==> config.mk <==
export PLATFORM = sky130hd
export DESIGN_NAME = fetch_unit
export DESIGN_NICKNAME = d
export VERILOG_FILES = /design/src/rtl/fetch_unit_pkg.sv /design/src/rtl/fetch_fifo.sv /design/src/rtl/fetch_unit.sv
export SDC_FILE = /design/constraint.sdc
export NUM_CORES = 1
export LEC_CHECK = 0
export BUFFER_PORTS_ARGS = -buffer_cell sky130_fd_sc_hd__buf_2
export CORE_UTILIZATION = 35
export CTS_CLUSTER_DIAMETER = 150
export CTS_CLUSTER_SIZE = 40
export DETAILED_ROUTE_END_ITERATION = 8
export PLACE_DENSITY = 0.54
export RECOVER_POWER = 100
export SYNTH_ARGS = -nofsm -noshare
export SYNTH_HDL_FRONTEND = slang
export SYNTH_SLANG_ARGS = --single-unit
==> constraint.sdc <==
create_clock -name clk -period 16 [get_ports clk]
set_clock_uncertainty 0.2 [all_clocks]
set_input_delay 3.2 -clock clk [delete_from_list [all_inputs] [get_ports clk]]
set_output_delay 3.2 -clock clk [all_outputs]
set_load 0.01 [all_outputs]
==> src/rtl/fetch_unit_pkg.sv <==
// -----------------------------------------------------------------------------
// fetch_unit_pkg
// Shared constants and types for the instruction fetch stage.
//   XLEN             : datapath / address width
//   NOP_INSTR        : encoding presented on out_instr while the buffer is empty
//   ALIGN_MASK       : clears the two low address bits of a fetch target
//   RESET_PC_DEFAULT : default byte address fetched first after reset
//   fetch_entry_t    : one fetch buffer entry {pc, instr}
// -----------------------------------------------------------------------------
package fetch_unit_pkg;

    localparam int unsigned XLEN = 32;

    localparam logic [XLEN-1:0] NOP_INSTR        = 32'h0000_0013;
    localparam logic [XLEN-1:0] ALIGN_MASK       = ~32'h0000_0003;
    localparam logic [XLEN-1:0] RESET_PC_DEFAULT = 32'h0000_0000;

    typedef struct packed {
        logic [XLEN-1:0] pc;
        logic [XLEN-1:0] instr;
    } fetch_entry_t;

    // Force a byte address onto an instruction word boundary.
    function automatic logic [XLEN-1:0] align_pc(input logic [XLEN-1:0] addr);
        return addr & ALIGN_MASK;
    endfunction

endpackage

==> src/rtl/fetch_fifo.sv <==
// -----------------------------------------------------------------------------
// fetch_fifo
// Small FIFO of fetched {pc, instr} entries with a registered head.
//   clk_i        : clock, all state on rising edge
//   rst_i        : synchronous active-high reset (highest priority)
//   flush_i      : drop every entry; empty on the next cycle
//   push_i       : enqueue push_entry_i (caller guarantees room or a pop)
//   pop_i        : dequeue the head (caller guarantees non-empty)
//   push_entry_i : entry to enqueue
//   head_o       : registered head entry; instr=NOP when empty, pc holds
//   count_o      : current occupancy
// -----------------------------------------------------------------------------
module fetch_fifo
    import fetch_unit_pkg::*;
#(
    parameter int unsigned     Depth   = 2,
    parameter logic [XLEN-1:0] ResetPc = RESET_PC_DEFAULT
) (
    input  logic                       clk_i,
    input  logic                       rst_i,
    input  logic                       flush_i,
    input  logic                       push_i,
    input  logic                       pop_i,
    input  fetch_entry_t               push_entry_i,
    output fetch_entry_t               head_o,
    output logic [$clog2(Depth+1)-1:0] count_o
);

    localparam int unsigned PtrW = (Depth > 1) ? $clog2(Depth) : 1;
    localparam int unsigned CntW = $clog2(Depth + 1);

    fetch_entry_t    mem_q [Depth];
    logic [PtrW-1:0] wr_ptr_q, wr_ptr_d;
    logic [PtrW-1:0] rd_ptr_q, rd_ptr_d;
    logic [CntW-1:0] count_q, count_d;
    fetch_entry_t    head_q, head_d;

    // Pointers wrap modulo Depth, which need not be a power of two.
    function automatic logic [PtrW-1:0] ptr_inc(input logic [PtrW-1:0] p);
        if (p == PtrW'(Depth - 1)) begin
            return '0;
        end
        return p + PtrW'(1);
    endfunction

    always_comb begin
        wr_ptr_d = wr_ptr_q;
        rd_ptr_d = rd_ptr_q;
        count_d  = count_q;
        head_d   = head_q;

        if (flush_i) begin
            wr_ptr_d     = '0;
            rd_ptr_d     = '0;
            count_d      = '0;
            // pc field keeps the last head value
            head_d.instr = NOP_INSTR;
        end else begin
            if (push_i) begin
                wr_ptr_d = ptr_inc(wr_ptr_q);
            end
            if (pop_i) begin
                rd_ptr_d = ptr_inc(rd_ptr_q);
            end

            unique case ({push_i, pop_i})
                2'b10:   count_d = count_q + CntW'(1);
                2'b01:   count_d = count_q - CntW'(1);
                default: count_d = count_q;
            endcase

            // The next head is the slot rd_ptr_d points at. If that slot is
            // being written this very cycle, bypass the incoming entry since
            // the array still holds stale contents there.
            if (count_d == '0) begin
                head_d.instr = NOP_INSTR;
            end else if (push_i && (wr_ptr_q == rd_ptr_d)) begin
                head_d = push_entry_i;
            end else begin
                head_d = mem_q[rd_ptr_d];
            end
        end
    end

    always_ff @(posedge clk_i) begin
        if (rst_i) begin
            wr_ptr_q     <= '0;
            rd_ptr_q     <= '0;
            count_q      <= '0;
            head_q.pc    <= ResetPc;
            head_q.instr <= NOP_INSTR;
        end else begin
            wr_ptr_q <= wr_ptr_d;
            rd_ptr_q <= rd_ptr_d;
            count_q  <= count_d;
            head_q   <= head_d;
        end
    end

    // Storage needs no reset: occupancy alone decides what is valid.
    always_ff @(posedge clk_i) begin
        if (!rst_i && !flush_i && push_i) begin
            mem_q[wr_ptr_q] <= push_entry_i;
        end
    end

    assign head_o  = head_q;
    assign count_o = count_q;

endmodule

==> src/rtl/fetch_unit.sv <==
// -----------------------------------------------------------------------------
// fetch_unit
// Instruction fetch stage: owns the PC, reads a combinational instruction
// memory every cycle, buffers {pc, instr} in fetch_fifo and hands entries to
// decode over valid/ready. Execute redirects flush all in-flight entries.
//   clk             : clock
//   reset           : synchronous active-high reset
//   imem_addr       : byte address to instruction memory (= pc register)
//   imem_data       : instruction word for imem_addr, same cycle
//   redirect_valid  : execute redirect request
//   redirect_target : new fetch address, low two bits ignored
//   out_valid       : head entry valid
//   out_ready       : decode accepts head this cycle
//   out_instr       : head instruction (NOP when empty)
//   out_pc          : head PC (last head value when empty)
//   buf_count       : buffer occupancy
// -----------------------------------------------------------------------------
module fetch_unit
    import fetch_unit_pkg::*;
#(
    parameter logic [31:0] RESET_PC  = RESET_PC_DEFAULT,
    parameter int unsigned BUF_DEPTH = 2,
    parameter logic [31:0] PC_STEP   = 32'd4
) (
    input  logic                           clk,
    input  logic                           reset,
    output logic [31:0]                    imem_addr,
    input  logic [31:0]                    imem_data,
    input  logic                           redirect_valid,
    input  logic [31:0]                    redirect_target,
    output logic                           out_valid,
    input  logic                           out_ready,
    output logic [31:0]                    out_instr,
    output logic [31:0]                    out_pc,
    output logic [$clog2(BUF_DEPTH+1)-1:0] buf_count
);

    localparam int unsigned CntW = $clog2(BUF_DEPTH + 1);

    if (BUF_DEPTH < 2 || BUF_DEPTH > 8) begin : g_bad_depth
        $error("fetch_unit: BUF_DEPTH must be in 2..8");
    end
    if (RESET_PC[1:0] != 2'b00) begin : g_bad_reset_pc
        $error("fetch_unit: RESET_PC must be word aligned");
    end

    logic [31:0]     pc_q, pc_d;
    logic            push, pop, full;
    logic [CntW-1:0] count;
    fetch_entry_t    push_entry, head;

    assign full      = (count == CntW'(BUF_DEPTH));
    assign out_valid = (count != '0);

    // A redirect squashes both the pending pop and this cycle's fetch.
    assign pop  = out_valid & out_ready & ~redirect_valid;
    // A full buffer can still take a fetch when the head leaves this cycle.
    assign push = ~reset & ~redirect_valid & (~full | pop);

    assign push_entry.pc    = pc_q;
    assign push_entry.instr = imem_data;

    always_comb begin
        pc_d = pc_q;
        if (redirect_valid) begin
            pc_d = align_pc(redirect_target);
        end else if (push) begin
            pc_d = pc_q + PC_STEP;  // wraps modulo 2^32
        end
    end

    always_ff @(posedge clk) begin
        if (reset) begin
            pc_q <= RESET_PC;
        end else begin
            pc_q <= pc_d;
        end
    end

    fetch_fifo #(
        .Depth   (BUF_DEPTH),
        .ResetPc (RESET_PC)
    ) u_fifo (
        .clk_i        (clk),
        .rst_i        (reset),
        .flush_i      (redirect_valid),
        .push_i       (push),
        .pop_i        (pop),
        .push_entry_i (push_entry),
        .head_o       (head),
        .count_o      (count)
    );

    assign imem_addr = pc_q;
    assign out_instr = head.instr;
    assign out_pc    = head.pc;
    assign buf_count = count;

endmodule

==> key figures, run 1 <==
Run status
  • Outcome: finished with violations
  • Violated checks: max-capacitance violations, max-slew violations

Cells and area
  • Finished Core Util: 0.3990
  • Layout area overhead: 11.98%
  • Multi-input logic area: 0.003010 mm2
  • Nets: 887
  • Non-filler cells, final: 1,150
  • Fillers: 2,488
  • Most frequent cells in the layout: clkbuf_1 (137), edfxtp_1 (124), dfxtp_1 (96)
  • Commonest non-fill, non-tap cell in the layout: clkbuf_1
  • FF/Latch Area: 0.005645 mm2
  • # diodes: 0
  • Finished Cell Area: 0.01005 mm2
  • Layout cells sized above 1: 0.08659

Routing
  • First-pass iteration count of the detailed router: 4
  • Antenna viol nets, final: 0
  • DR iter-0 viols: 388
  • Routed via count: 5,982
  • Average wire per standard cell: 19.16 um
  • DRC viols: 0
  • DRT Wirelength: 22.04 mm
  • Via density: 5.202

Timing
  • F_max: 0.1048 GHz
  • Max-slew violations: 283
  • Smallest hold slack: 0.3623 ns
  • Final setup vio count: 0
  • Hold Vio Cnt, Final: 0
  • RSZ-0062 raised after global routing: no
  • Post-layout minimum cycle time: 9.541 ns
  • Fin crit share: 0.5963
  • Slew headroom: -1.019
  • Worst Max-Slew Pin Slew: 3.018 ns
  • Total Neg Setup Slack: 0 ns

Synth
  • Unique masters post-synth: 55
  • FF+latch count, synth: 220
  • Post-synth EDFFs: 124
  • Syn Inst Count: 690
  • Top cell type by total area after synthesis: edfxtp_1
  • Top cells by area, synth: edfxtp_1 (42%), dfxtp_1 (21%), mux2i_1 (6.8%), a211oi_1 (3.8%), a41oi_1 (2.7%)
  • Share of the yosys chip area belonging to registers: 0.6292
  • Synth top area share: 0.4150
  • Synthesized area: 0.008972 mm2
  • Ys flop type: edfxtp_1
  • Synth Warn #: 0
  • Post-Syn Area per Cell: 13.00 um2
  • Ys async rst share: 0

Power and ir drop
  • P_leak: 3.120 nW
  • VDD IR-drop max: 0.05939 mV
  • PD cells: 102.2 mW/mm2

Critical path
  • R2R depth: 4
  • Critical path class: primary input to flip-flop
  • CP Capture Type: flip-flop
  • Crit Path Max Fanout: 37
  • CP arrival: 9.41 ns
  • Startpoint types: primary input
  • Worst path required time: 15.87 ns

Place
  • Inst Count DP: 1,137
  • DP Area: 0.01001 mm2
  • Hpwl dp: 13.53 mm
  • Number of I/O port buffers: 160
  • Gp weighted congestion: 0.7294

Global route
  • Vias in the first global route: 5,897
  • First-pass GRT wire length: 34.16 mm
  • Gr usage total: 0.1679
  • Largest net degree at the start of global routing: 62
  • Total congestion overflow: 0
  • Initial antenna violation count: 0

Clocking
  • Clk sink count: 220
  • CTS root buffer: clkbuf_16
  • Post-CTS setup buffer count: 0
  • Skew-Pair Late Insertion Delay: 0.49 ns
  • Clock transition at path regs: 0.14 ns
  • Total CTS buffers: 9
  • CTS tree: done
  • Clk buf depth: 3
  • Post-CTS Resized: 0
  • Post-CTS Hold Fix Bufs: 0
  • H-tree lvl count: 1

Floorplanning
  • Die Wd: 162.1 um
  • Core area: 0.02518 mm2
  • Core Rows: 58
  • Top Ports: 167
  • Die ar.: 0.02628 mm2
  • Starting Density: 0.3563
  • Die Height: 162.1 um

Min path
  • Hold Crit Depth: 0
  • Class of the worst hold path: flip-flop to flip-flop

Job
  • Max-cap violations: 8
## layout make-up
class,count,share of cell area
Clock buffer,12,0.02354
Inverter,7,0.002615
Tap cell,330,0.04110
Multi-Input combinational cell,410,0.2996
Timing Repair Buffer,170,0.06924
Sequential cell,220,0.5619
Clock inverter,1,0.001993
## metrics by stage
stage	worst slack (ns)	power [mW]
2_1_floorplan	8.718	0.7141
3_3_place_gp	9.089	0.7621
3_5_place_dp	9.054	0.7629
4_1_cts	9.556	1.044
5_1_grt	5.874	1.068
6_report	6.459	1.027
## power breakdown
part | switching, mW | internal (mW)
registers | 0.0204 | 0.625
logic | 0.0652 | 0.0338
clock network | 0.173 | 0.109
total | 0.259 | 0.768
## final timing paths
kind              slack, ns                  end              start
hold / removal         0.36  u_fifo.mem_q[0][63]      imem_addr[31]
setup / recovery       6.46  u_fifo.mem_q[1][37]              reset
setup reg to reg       9.37  u_fifo.mem_q[1][37]  u_fifo.count_o[0]
hold reg to reg        0.36  u_fifo.mem_q[0][63]      imem_addr[31]
## routing by layer
metal / up-vias / global-route usage / wire length, um
met1: 2928 / 0.2394 / 10550
met4: 0 / 0.03388 / 265
li1: 2864 / - / -
met2: 176 / 0.2729 / 10150
met3: 14 / 0.02145 / 1071
met5: - / 0 / 0
## critical path, stage by stage
cell and delay, ns:
clkbuf_1 0.56, nor2_1 0.50, nand2_1 1.02, nor2_1 2.67, clkbuf_1 1.42
## sequential cells by signal (all words and copies together), names as in the netlist
name and count:
imem_addr 30, u_fifo.count_o 2, u_fifo.head_o 62, u_fifo.mem_q 124
u_fifo.rd_ptr_q 1, u_fifo.wr_ptr_q 1
## synthesized netlist by cell type, types with 7 or more instances
library cell,instances
a211oi_1,45
a21oi_1,12
a41oi_1,28
and2_1,28
buf_2,10
buf_6,7
clkbuf_1,31
dfxtp_1,96
edfxtp_1,124
inv_1,7
mux2i_1,61
nand2_1,26
nand3_1,8
nor2_1,35
nor3_1,41
nor4_2,9
o31ai_1,30
xnor2_1,24
## cells by family (layout without fill, tap and decap cells)
family,after synthesis,count (layout),share of synthesized area
buffers and inverters,63,190,0.03612
adders and majority gates,1,1,0.001394
DFF,220,220,0.6292
and+or+nand+nor,181,181,0.1206
other,1,4,0.0004180
muxes,63,63,0.07056
xor gates and xnor gates,27,27,0.02942
AOI/OAI and AO/OA,134,134,0.1123
(Power assumes the default switching activity.)
==> run 2, diff against run 1 <==
==> constraint.sdc (replaced) <==
create_clock -name clk -period 8.9 [get_ports clk]
set_clock_uncertainty 0.2 [all_clocks]
set_input_delay 1.78 -clock clk [delete_from_list [all_inputs] [get_ports clk]]
set_output_delay 1.78 -clock clk [all_outputs]
set_load 0.01 [all_outputs]
==> run 2 against run 1 <==
- the run still ends with max-capacitance violations, max-slew violations left
- register-to-register slack lost 4.9 ns
- power is 80% higher
- critical path type unchanged
- global-route usage decreased by 0.37 points
- flip-flop and latch count unchanged
- utilization shrank 0.23 points
- first-iteration DRC count down 26%
- non-clock buffer count is 1 higher
- sequential power increased by 80%
- via count decreased by 0.22%
- cell count barely moved
- cell area fell by 0.57%
- sequential share of layout area up 0.32 points
==> key figures, run 2 (synthesis results as in run 1) <==
Run status
  • Outcome: finished with violations
  • Violated checks: max-capacitance violations, max-slew violations

Floorplanning
  • Top Ports: 167
  • Die ar.: 0.02628 mm2
  • Core Rows: 58
  • Starting Density: 0.3563
  • Die Height: 162.1 um
  • Core area: 0.02518 mm2
  • Die Wd: 162.1 um

Routing
  • Met2 wire length: 9.714 mm
  • DR iter-0 viols: 289
  • DRC viols: 0
  • Highest metal used: met4
  • Routed via count: 5,969
  • Met1 Wirelength: 10.84 mm
  • Met3 routed WL: 1.097 mm
  • Via density: 5.186
  • Average wire per standard cell: 19.01 um
  • First-pass iteration count of the detailed router: 5
  • Antenna viol nets, final: 0
  • DRT Wirelength: 21.89 mm

Global route
  • Initial antenna violation count: 0
  • Vias in the first global route: 5,708
  • Gr usage total: 0.1641
  • First-pass GRT wire length: 33.53 mm
  • Total congestion overflow: 0
  • Largest net degree at the start of global routing: 62

Cells and area
  • Layout cells sized above 1: 0.07795
  • Non-filler cells, final: 1,151
  • # diodes: 0
  • Commonest non-fill, non-tap cell in the layout: clkbuf_1
  • Largest register FFs: 124
  • FF/Latch Area: 0.005645 mm2
  • Most frequent cells in the layout: clkbuf_1 (134), edfxtp_1 (124), dfxtp_1 (96)
  • Most flops, register: u_fifo.mem_q
  • Nets: 888
  • Finished Cell Area: 0.009990 mm2
  • Multi-input logic area: 0.002937 mm2
  • Fillers: 2,476
  • Layout area overhead: 11.34%

Critical path
  • Startpoint types: primary input
  • R2R depth: 5
  • Slowest stage delay, CP: 1.22 ns
  • Slowest cell on the critical path: clkbuf_1
  • R2r endpoint: u_fifo.head_o[34]
  • Crit path buf inv count: 3
  • Flop2flop setup slack: 4.48 ns
  • RR Startpoint: u_fifo.count_o[1]
  • CP arrival: 6.09 ns
  • Cell family with most CP delay: simple AND/OR/NAND/NOR gates
  • Crit Path Max Fanout: 37
  • Worst path required time: 8.99 ns
  • Critical path class: primary input to flip-flop
  • Cell Chain, Critical Path: buf_2 > clkbuf_1 > nor2_1 > nand2_1 > nor2_1 > clkbuf_1 > o31ai_1
  • CP Capture Type: flip-flop

Clocking
  • Post-CTS Resized: 0
  • CTS root buffer: clkbuf_16
  • Clock transition at path regs: 0.15 ns
  • H-tree lvl count: 1
  • Clk buf depth: 3
  • Skew-Pair Late Insertion Delay: 0.48 ns
  • CTS tree: done
  • Post-CTS Hold Fix Bufs: 0
  • Post-CTS setup buffer count: 0
  • Clk sink count: 220
  • Total CTS buffers: 9

Power and ir drop
  • VDD IR-drop max: 0.1135 mV
  • P_leak: 3.118 nW
  • Design Power: 1.848 mW
  • PD cells: 185.0 mW/mm2

Place
  • Inst Count DP: 1,138
  • Gp weighted congestion: 0.7349
  • Number of I/O port buffers: 160
  • Hpwl dp: 13.49 mm
  • DP Area: 0.01001 mm2

Timing
  • Hold Vio Cnt, Final: 0
  • F_max: 0.1667 GHz
  • Max-slew violations: 94
  • Total Neg Setup Slack: 0 ns
  • RSZ-0062 raised after global routing: no
  • Post-layout minimum cycle time: 6.000 ns
  • Slew headroom: -0.1523
  • Fin crit share: 0.6742
  • Smallest hold slack: 0.3595 ns
  • Final setup vio count: 0
  • Worst Max-Slew Pin Slew: 1.724 ns

Min path
  • Worst Hold End: u_fifo.mem_q[1][35]
  • Class of the worst hold path: flip-flop to flip-flop
  • Hold Crit Depth: 0
  • Hold Crit Start: imem_addr[3]

Job
  • Max-cap violations: 3
## run 2: how the worst max path moves through the flow
stage               startpoint                  end  slack [ns]  cells past startpoint
global route             reset    u_fifo.head_o[57]        2.54                      7
CTS                      reset  u_fifo.mem_q[1][36]        3.97                      6
finish                   reset    u_fifo.head_o[34]        2.90                      7
floorplan                reset   u_fifo.mem_q[0][0]        3.04                      5
detailed placement       reset  u_fifo.mem_q[0][56]        3.47                      6
global placement         reset  u_fifo.mem_q[1][58]        3.50                      6
## run 2: power breakdown
part	leakage [nW]	total (mW)	internal (mW)	switching (mW)
clock	0.124	0.511	0.196	0.315
sequential	1.94	1.16	1.12	0.0359
combinational	1.06	0.179	0.0612	0.118
total	3.12	1.85	1.38	0.469
## run 2: layout make-up
class | instances | area share
Tap cell | 330 | 0.04133
Timing Repair Buffer | 171 | 0.07127
Clock inverter | 1 | 0.002004
Multi-Input combinational cell | 410 | 0.2940
Sequential cell | 220 | 0.5651
Clock buffer | 12 | 0.02367
Inverter | 7 | 0.002630
## run 2: through the flow
stage,setup slack (ns),util
2_1_floorplan,3.038,-
3_3_place_gp,3.500,0.3976
3_5_place_dp,3.466,0.3976
4_1_cts,3.975,0.4078
5_1_grt,2.539,0.3967
6_report,2.900,0.3967
## run 2: per-layer routing
metal / vias up / track usage
li1: 2867 / -
met1: 2916 / 0.2389
met2: 173 / 0.2571
met3: 13 / 0.02426
met4: 0 / 0.03688
met5: - / 0
